## src/rtl/avg_unpool_2x.sv

```systemverilog
// avg_unpool_2x: streaming 2x nearest-neighbour upsampler for 2x2 sum-pooled data.
// Each incoming 3-channel sum is divided by 4 (arithmetic shift) and emitted as a
// 2x2 block in full-resolution raster order. The first output row of a pair is
// produced live from the input; the second row is replayed from a line buffer.
module avg_unpool_2x #(
  parameter int CONV_BIT        = 12,
  parameter int HALF_WIDTH      = 12,
  parameter int HALF_HEIGHT     = 12,
  parameter int HALF_WIDTH_BIT  = 4,
  parameter int HALF_HEIGHT_BIT = 4
) (
  input  logic                clk,
  input  logic                rst,
  input  logic                valid_in,
  output logic                ready_in,
  input  logic [CONV_BIT+1:0] pool_in_1,
  input  logic [CONV_BIT+1:0] pool_in_2,
  input  logic [CONV_BIT+1:0] pool_in_3,
  input  logic                ready_out,
  output logic                valid_out,
  output logic [CONV_BIT-1:0] up_out_1,
  output logic [CONV_BIT-1:0] up_out_2,
  output logic [CONV_BIT-1:0] up_out_3,
  output logic                frame_done
);

  localparam int PIX_BIT = 3 * CONV_BIT;
  localparam logic [HALF_WIDTH_BIT-1:0]  COL_ZERO = {HALF_WIDTH_BIT{1'b0}};
  localparam logic [HALF_WIDTH_BIT-1:0]  COL_ONE  = HALF_WIDTH_BIT'(1);
  localparam logic [HALF_WIDTH_BIT-1:0]  COL_LAST = HALF_WIDTH_BIT'(HALF_WIDTH - 1);
  localparam logic [HALF_HEIGHT_BIT-1:0] ROW_ZERO = {HALF_HEIGHT_BIT{1'b0}};
  localparam logic [HALF_HEIGHT_BIT-1:0] ROW_ONE  = HALF_HEIGHT_BIT'(1);
  localparam logic [HALF_HEIGHT_BIT-1:0] ROW_LAST = HALF_HEIGHT_BIT'(HALF_HEIGHT - 1);

  // LIVE: first row of a pair, fed from the input. REPLAY: second row, from the buffer.
  typedef enum logic {ST_LIVE = 1'b0, ST_REPLAY = 1'b1} state_t;
  // Which copy of the current value is presented on up_out.
  typedef enum logic {PH_A = 1'b0, PH_B = 1'b1} phase_t;

  // Average of a 2x2 sum: floor(sum / 4), kept to CONV_BIT bits.
  function automatic logic [CONV_BIT-1:0] avg_of_sum(input logic [CONV_BIT+1:0] sum);
    return sum[CONV_BIT+1:2];
  endfunction

  state_t                     state_r;
  phase_t                     phase_r;
  logic [HALF_WIDTH_BIT-1:0]  col_r;
  logic [HALF_HEIGHT_BIT-1:0] row_r;
  logic                       valid_r;
  logic                       frame_done_r;
  logic [PIX_BIT-1:0]         data_r;
  logic [PIX_BIT-1:0]         line_buf_r [HALF_WIDTH];

  logic                       out_xfer_s;
  logic                       last_col_s;
  logic                       accept_ok_s;
  logic                       accept_s;
  logic [HALF_WIDTH_BIT-1:0]  col_next_s;
  logic [HALF_WIDTH_BIT-1:0]  wr_col_s;
  logic [PIX_BIT-1:0]         in_pix_s;

  assign out_xfer_s = valid_r && ready_out;
  assign last_col_s = (col_r == COL_LAST);
  assign col_next_s = col_r + COL_ONE;
  assign in_pix_s   = {avg_of_sum(pool_in_3), avg_of_sum(pool_in_2), avg_of_sum(pool_in_1)};
  assign accept_s   = accept_ok_s && valid_in;

  // Input may enter only when the next output beat is a fresh copy A; pick its column.
  always_comb begin
    accept_ok_s = 1'b0;
    wr_col_s    = col_r;
    if (rst) begin
      accept_ok_s = 1'b0;
    end else begin
      case (state_r)
        ST_LIVE: begin
          if (!valid_r) begin
            accept_ok_s = 1'b1;
            wr_col_s    = col_r;
          end else if (out_xfer_s && (phase_r == PH_B) && !last_col_s) begin
            accept_ok_s = 1'b1;
            wr_col_s    = col_next_s;
          end else begin
            accept_ok_s = 1'b0;
          end
        end
        ST_REPLAY: begin
          if (out_xfer_s && (phase_r == PH_B) && last_col_s) begin
            accept_ok_s = 1'b1;
            wr_col_s    = COL_ZERO;
          end else begin
            accept_ok_s = 1'b0;
          end
        end
        default: begin
          accept_ok_s = 1'b0;
        end
      endcase
    end
  end

  // Line buffer keeps the averaged pixels of the current row for the replay row.
  always_ff @(posedge clk) begin
    if (accept_s) begin
      line_buf_r[wr_col_s] <= in_pix_s;
    end
  end

  // Output sequencer: copy A/B doubling, column/row tracking and LIVE/REPLAY switching.
  always_ff @(posedge clk) begin
    if (rst) begin
      state_r      <= ST_LIVE;
      phase_r      <= PH_A;
      col_r        <= COL_ZERO;
      row_r        <= ROW_ZERO;
      valid_r      <= 1'b0;
      frame_done_r <= 1'b0;
      data_r       <= {PIX_BIT{1'b0}};
    end else begin
      frame_done_r <= 1'b0;
      case (state_r)
        ST_LIVE: begin
          if (accept_s) begin
            data_r  <= in_pix_s;
            valid_r <= 1'b1;
            phase_r <= PH_A;
            col_r   <= wr_col_s;
          end else if (out_xfer_s) begin
            if (phase_r == PH_A) begin
              phase_r <= PH_B;
            end else if (last_col_s) begin
              // Load the first replay beat now so the row pair has no bubble.
              col_r   <= COL_ZERO;
              state_r <= ST_REPLAY;
              phase_r <= PH_A;
              data_r  <= line_buf_r[COL_ZERO];
            end else begin
              col_r   <= col_next_s;
              phase_r <= PH_A;
              valid_r <= 1'b0;
            end
          end
        end
        ST_REPLAY: begin
          if (out_xfer_s) begin
            if (phase_r == PH_A) begin
              phase_r <= PH_B;
            end else if (last_col_s) begin
              col_r   <= COL_ZERO;
              state_r <= ST_LIVE;
              phase_r <= PH_A;
              if (row_r == ROW_LAST) begin
                row_r        <= ROW_ZERO;
                frame_done_r <= 1'b1;
              end else begin
                row_r <= row_r + ROW_ONE;
              end
              // A pixel accepted on the last replay beat starts the next row directly.
              if (accept_s) begin
                data_r  <= in_pix_s;
                valid_r <= 1'b1;
              end else begin
                valid_r <= 1'b0;
              end
            end else begin
              col_r   <= col_next_s;
              phase_r <= PH_A;
              data_r  <= line_buf_r[col_next_s];
            end
          end
        end
        default: begin
          state_r <= ST_LIVE;
          phase_r <= PH_A;
          col_r   <= COL_ZERO;
          valid_r <= 1'b0;
        end
      endcase
    end
  end

  assign ready_in   = accept_ok_s;
  assign valid_out  = valid_r;
  assign frame_done = frame_done_r;
  assign up_out_1   = data_r[CONV_BIT-1:0];
  assign up_out_2   = data_r[2*CONV_BIT-1:CONV_BIT];
  assign up_out_3   = data_r[3*CONV_BIT-1:2*CONV_BIT];

endmodule
```

## config.mk

```make
export PLATFORM = sky130hd
export DESIGN_NAME = avg_unpool_2x
export DESIGN_NICKNAME = d
export VERILOG_FILES = /design/src/rtl/avg_unpool_2x.sv
export SDC_FILE = /design/constraint.sdc
export NUM_CORES = 1
export LEC_CHECK = 0
export CORE_MARGIN = 4
export CORE_UTILIZATION = 30
export CTS_CLUSTER_DIAMETER = 40
export DETAILED_ROUTE_END_ITERATION = 10
export PLACE_DENSITY = 0.48
export SLEW_MARGIN = 20
export SYNTH_ARGS = -nofsm -noshare
export SYNTH_HDL_FRONTEND = slang
export SYNTH_SLANG_ARGS = --single-unit
export TNS_END_PERCENT = 30
```

## constraint.sdc

```tcl
create_clock -name clk -period 18.7 [get_ports clk]
set_input_delay 3.74 -clock clk [delete_from_list [all_inputs] [get_ports clk]]
set_output_delay 3.74 -clock clk [all_outputs]
set_load 0.05 [all_outputs]
```

Word level (Yosys, flattened, before mapping)
Memories as Yosys holds them, arrays and structs flattened.
Cells that the tools add are included.

storage, ports and cells
  register bits after elaboration = 48
  bits in latches = 0
  RAM bits = 432
  memory bits (read-only) = 0
  output and inout port bits = 39
  logic and storage cells = 82
  memories = 1

memories
  name        words  bits a word  rd ports  clocked after memory_dff  wr ports  line  source
  line_buf_r  12     36           2         0                         1         52    logic [PIX_BIT-1:0] line_buf_r [HALF_WIDTH];

cells by class
  add/subtract/negate cells = 2
  multiply operators = 0
  div/mod/pow operators = 0
  order comparisons = 0
  eq/ne operators = 10
  shifts and indexed selects = 0
  muxes and demuxes = 48
  bitwise gates (word level) = 4
  reductions and logical operators = 10

operators with widths
  kind                 count
  $mux 36              8
  $pmux 36 s2          1
  $mux 4               9
  $mux 1               24
  $pmux 4 s2           2
  $ne 3x3->1 const B   4
  $reduce_and 6->1     2
  $add 4x1->4 const B  2
  $eq 4x4->1 const B   2
  $pmux 1 s2           4
  $ne 2x1->1 const B   3
  $logic_and 1x1->1    5
  $reduce_or 5->1      1
  $not 1->1            4
  $reduce_and 4->1     1
  $ne 3x2->1 const B   1
  $logic_not 1->1      1

Logic depth before layout (Yosys ltp)
  depth in word-level cells = 13
  depth in mapped cells = 9
  gate-level depth less buffers = 7

Worst setup path after synthesis
No wires, ideal clock.

  kind = input -> register
  start point = input rst
  end point = memory line_buf_r[5][0] in the netlist's numbering, enable pin
  library setup time = 0.519 ns
  data arrival time = 8.391 ns
  required time = 18.181 ns
  setup slack = 9.789 ns
  stages on the path = 5
  path buffers = 1
  path through = buf_2 > or3b_4 > or4_4 > and2_1 > nor4_1

on the way
  longest elaborated chain between the ends = 4

RTL lines
  item                          line  source
  start: declaration            13    input logic rst,
  $mux 1                        72    if (rst) begin
  $logic_and 1x1->1             66    assign accept_s = accept_ok_s && valid_in;
  $mux 1                        104   if (accept_s) begin
  $mux 1 (implied by the code)  105   line_buf_r[wr_col_s] <= in_pix_s;
  end: declaration              52

Several ways; a longest one is shown, not always the timed one.

Worst setup path after layout
  start point = input ready_out
  end point = output ready_in

on the way
  longest elaborated chain between the ends = 7

RTL lines
  item                 line    source
  start: declaration   19      input logic ready_out,
  $logic_and 1x1->1 *  62      assign out_xfer_s = valid_r && ready_out;
  $logic_and 1x1->1 *  80, 88
  $logic_and 1x1->1    80      end else if (out_xfer_s && (phase_r == PH_B) && !last_col_s) begin
  $mux 1               80
  $mux 1               77      if (!valid_r) begin
  $pmux 1 s2 *         75      case (state_r)
  $mux 1 *             72
  end: declaration     15      output logic ready_in,

Mark *: on every way between the ends. The rest lies on a longest branch, timed or not.

==> results.sh <==
export IMPL_ir_worst_vdd_mv=0.0594
export IMPL_cell_depth_of_the_worst_hold_path=2
export IMPL_reg2reg_setup_slack_ns=14.97
export IMPL_synth_lib_cells_used_distinct=50
export IMPL_crit_type="in2out"
export IMPL_first_global_vias=11102
export IMPL_initialDrtViolationCount=655
export IMPL_period_needed_ns=9.86
export IMPL_crit_required_ns=14.96
export IMPL_syn_avg_cell_area_um2=17.6
export IMPL_end_kind="output port"
export IMPL_dpl_hpwl_um=24300
export IMPL_final_max_slew_violation_count=0
export IMPL_worstHoldStart="data_r[12]"
export IMPL_synth_area_mm2=0.0189
export IMPL_status="finished clean"
export IMPL_synthToLayoutAreaGrowth_pct=23.9
export IMPL_cts_tree="yes"
export IMPL_avgRoutedWirePerCell_um=23.2
export IMPL_yosys_top_cells_count="sky130_fd_sc_hd__edfxtp_1 (432), sky130_fd_sc_hd__mux2i_1 (145), sky130_fd_sc_hd__a22oi_1 (109)"
export IMPL_drt_antenna_violating_nets=0
export IMPL_global_route_overflow_total=0
export IMPL_final_nets=1236
export IMPL_rr_worst_depth=7
export IMPL_power_per_cell_area_mw_per_mm2=120
export IMPL_max_cap_violations=0
export IMPL_synthMostInstantiatedCell="sky130_fd_sc_hd__edfxtp_1"
export IMPL_die_w_um=259
export IMPL_share_of_total_power_in_the_clock_network=0.519
export IMPL_tritoncts_num_sinks=480
export IMPL_worstHoldEndpoint="data_r[12]"
export IMPL_timing_fmax_mhz=101
export IMPL_relSlewSlack=0.301
export IMPL_globalRouteTotalUtil=0.143
export IMPL_setup_total_negative_slack_ns=0
export IMPL_regToRegStartpoint="col_r[1]"
export IMPL_seq_cells_post_synth=480
export IMPL_total_switching_power_uw=614
export IMPL_detailroute_via_count=10434
export IMPL_num_io_pins=85
export IMPL_tritoncts_num_buffers=76
export IMPL_placeableCoreArea_mm2=0.0619
export IMPL_routabilityCongestion=0.713
export IMPL_cts_setup_buffers=0
export IMPL_synthTopCellsByArea="sky130_fd_sc_hd__edfxtp_1 (69%), sky130_fd_sc_hd__mux2i_1 (7.7%), sky130_fd_sc_hd__dfxtp_1 (5.1%), sky130_fd_sc_hd__a22oi_1 (4.3%), sky130_fd_sc_hd__mux4_2 (4.3%)"
export IMPL_worst_pin_slew_ns=1.05
export IMPL_timing_rr_end="line_buf_r[9][28]"
export IMPL_post_route_drc_count=0
export IMPL_postLayoutCoreUtil=0.378
export IMPL_power_report_internal_total_mw=2.19
export IMPL_first_pass_grt_wire_length_um=72100
export IMPL_fin_skew_ns=0.0187
export IMPL_combinational_power_share=0.055
export IMPL_buffers_from_clock_root_to_sink_at_most=3
export IMPL_synthFlopType="sky130_fd_sc_hd__edfxtp_1"
export IMPL_netlist_area_leader_share=0.687
export IMPL_synth_nets=1123
export IMPL_power_share_switching=0.219
export IMPL_drt_vias_per_instance=5.01
export IMPL_grt_met2_usage=0.239
export IMPL_met1_usage=0.182
export IMPL_synthArstFlopShare=0
export IMPL_leakage_nw=7.19
export IMPL_floorplan_die_height_um=259
export IMPL_fraction_of_the_cycle_the_final_worst_path_needs=0.527
export IMPL_htreeDepth=3
export IMPL_arrival_ns=6.12
export IMPL_drt_pre_antenna_iters=5
export IMPL_placement_cell_area_mm2=0.0207
export IMPL_count_of_flip_flops_with_a_built_in_enable_after_synthesis=432
export IMPL_drive_gt1_frac=0.175
export IMPL_post_cts_sizing=0
export IMPL_seq_area_frac_synth=0.738
export IMPL_timing_final_hold_violations=0
export IMPL_critical_path_startpoint_category="primary input"
export IMPL_netlist_top_cell_by_area="sky130_fd_sc_hd__edfxtp_1"
export IMPL_post_cts_hold_buffer_count=0
export IMPL_nFillCells=5732
export IMPL_setup_violations_final=0
export IMPL_worstSkewPairLatency_ns=0.59
export IMPL_gr_usage_met3=0.0338
export IMPL_design_die_area_mm2=0.0670
export IMPL_port_buffer_count=78
export IMPL_maximum_number_of_pins_on_one_net_before_global_route_repair=73
export IMPL_synthesis_instances=1073
export IMPL_rows=91
export IMPL_synth_warning_count=0
export IMPL_p_seq_frac=0.426
export IMPL_min_delay_path_class="reg2reg"
export IMPL_initial_core_util=0.305
export IMPL_route_final_wire_length_um=48300
export IMPL_path_max_fanout=5
export IMPL_grt_setup_unrepaired="no"
export IMPL_finish_instance_area_mm2=0.0234
export IMPL_hold_worst_slack_ns=0.501
export IMPL_antenna_violations_before_repair=3
export IMPL_worst_setup_hold_path_clk_slew_ns=0.05
export IMPL_insertedDiodeCount=0
export IMPL_clock_root_buffer="sky130_fd_sc_hd__clkbuf_16"
export IMPL_busiest_layer_in_global_routing="met2"
## registers in the layout, indices dropped and copies added, names as in the netlist
register,count
valid_out,1
phase_r,1
row_r,4
frame_done,1
data_r,36
state_r,1
col_r,4
line_buf_r,432
## per-layer routing
metal,up-vias,part of all wire
met2,259,0.49
met1,5368,0.44
met3,96,0.050
met5,-,0.00085
met4,6,0.025
li1,4705,-
## worst max path at each step
stage | start | end | slack [ns] | depth (start not counted)
after floorplan | rst | line_buf_r[5][0] | 9.79 | 5
after global placement | ready_out | ready_in | 8.86 | 7
after detailed placement | ready_out | ready_in | 8.83 | 7
after CTS | ready_out | ready_in | 8.83 | 7
after global routing | ready_out | ready_in | 8.72 | 7
final | ready_out | ready_in | 8.84 | 7
## cell type report
type / count / area (µm²) / area share
Inverter: 2 / 7.51 / 0.000321
Clock inverter: 48 / 636 / 0.0272
Clock buffer: 89 / 2020 / 0.0865
Sequential cell: 480 / 13900 / 0.596
Tap cell: 837 / 1050 / 0.0448
Timing Repair Buffer: 107 / 993 / 0.0425
Multi-Input combinational cell: 519 / 4750 / 0.203
## power groups by stage
| stage | registers [mW] | clock network (mW) | logic (mW) |
|---|---|---|---|
| 3_5_place_dp | 1.21 | 0 | 0.156 |
| 2_1_floorplan | 1.23 | 0 | 0.0743 |
| 6_report | 1.19 | 1.45 | 0.154 |
| 4_1_cts | 1.19 | 1.49 | 0.157 |
| 5_1_grt | 1.19 | 1.54 | 0.166 |
| 3_3_place_gp | 1.21 | 0 | 0.154 |
## kinds of logic after synthesis
| kind of cell | after synthesis | synth area share |
|---|---|---|
| fa+ha+maj | 4 | 0.00265 |
| simple gates | 112 | 0.0296 |
| xor+xnor | 3 | 0.00139 |
| buf+inv | 74 | 0.0165 |
| compound gates | 219 | 0.0918 |
| flops | 480 | 0.738 |
| mux | 181 | 0.120 |
## worst max-delay path, stage by stage
cell and delay, ns:
sky130_fd_sc_hd__clkdlybuf4s50_1 0.48, sky130_fd_sc_hd__and2_1 0.17, sky130_fd_sc_hd__ha_1 0.27, sky130_fd_sc_hd__nand4b_1 0.15, sky130_fd_sc_hd__a21o_1 0.29, sky130_fd_sc_hd__nor2_1 0.18
sky130_fd_sc_hd__clkdlybuf4s50_1 0.84
## through the flow
step | total power, mW | worst slack, ns | std cells
after floorplan | 1.31 | 9.79 | 1073
after global placement | 1.37 | 8.86 | 1945
after detailed placement | 1.37 | 8.83 | 1945
after CTS | 2.84 | 8.83 | 2082
after global routing | 2.90 | 8.72 | 2082
final | 2.80 | 8.84 | 2082
## cell usage in the layout, fill, tap and decap left out, types with 3 or more instances in the layout
cell type                           n
sky130_fd_sc_hd__a211oi_1           4
sky130_fd_sc_hd__a21oi_1            7
sky130_fd_sc_hd__a22oi_1          109
sky130_fd_sc_hd__a311oi_1          36
sky130_fd_sc_hd__a32oi_1           37
sky130_fd_sc_hd__and2_1             3
sky130_fd_sc_hd__and3_2             5
sky130_fd_sc_hd__buf_4             29
sky130_fd_sc_hd__bufinv_16         12
sky130_fd_sc_hd__clkbuf_1           8
sky130_fd_sc_hd__clkbuf_16         78
sky130_fd_sc_hd__clkbuf_8           3
sky130_fd_sc_hd__clkdlybuf4s50_1   77
sky130_fd_sc_hd__clkinv_1           5
sky130_fd_sc_hd__clkinv_2           6
sky130_fd_sc_hd__clkinv_4           4
sky130_fd_sc_hd__clkinvlp_4        11
sky130_fd_sc_hd__dfxtp_1           47
sky130_fd_sc_hd__edfxtp_1         432
sky130_fd_sc_hd__ha_1               3
sky130_fd_sc_hd__inv_6              7
sky130_fd_sc_hd__mux2i_1          145
sky130_fd_sc_hd__mux4_2            36
sky130_fd_sc_hd__nand2_1           16
sky130_fd_sc_hd__nand3_1            4
sky130_fd_sc_hd__nand4b_1           3
sky130_fd_sc_hd__nor2_1            46
sky130_fd_sc_hd__nor3_1             6
sky130_fd_sc_hd__nor3_2             4
sky130_fd_sc_hd__nor4_2             5
sky130_fd_sc_hd__o21ai_0            3
sky130_fd_sc_hd__o21ai_1            5
(Power assumes the default switching activity.)
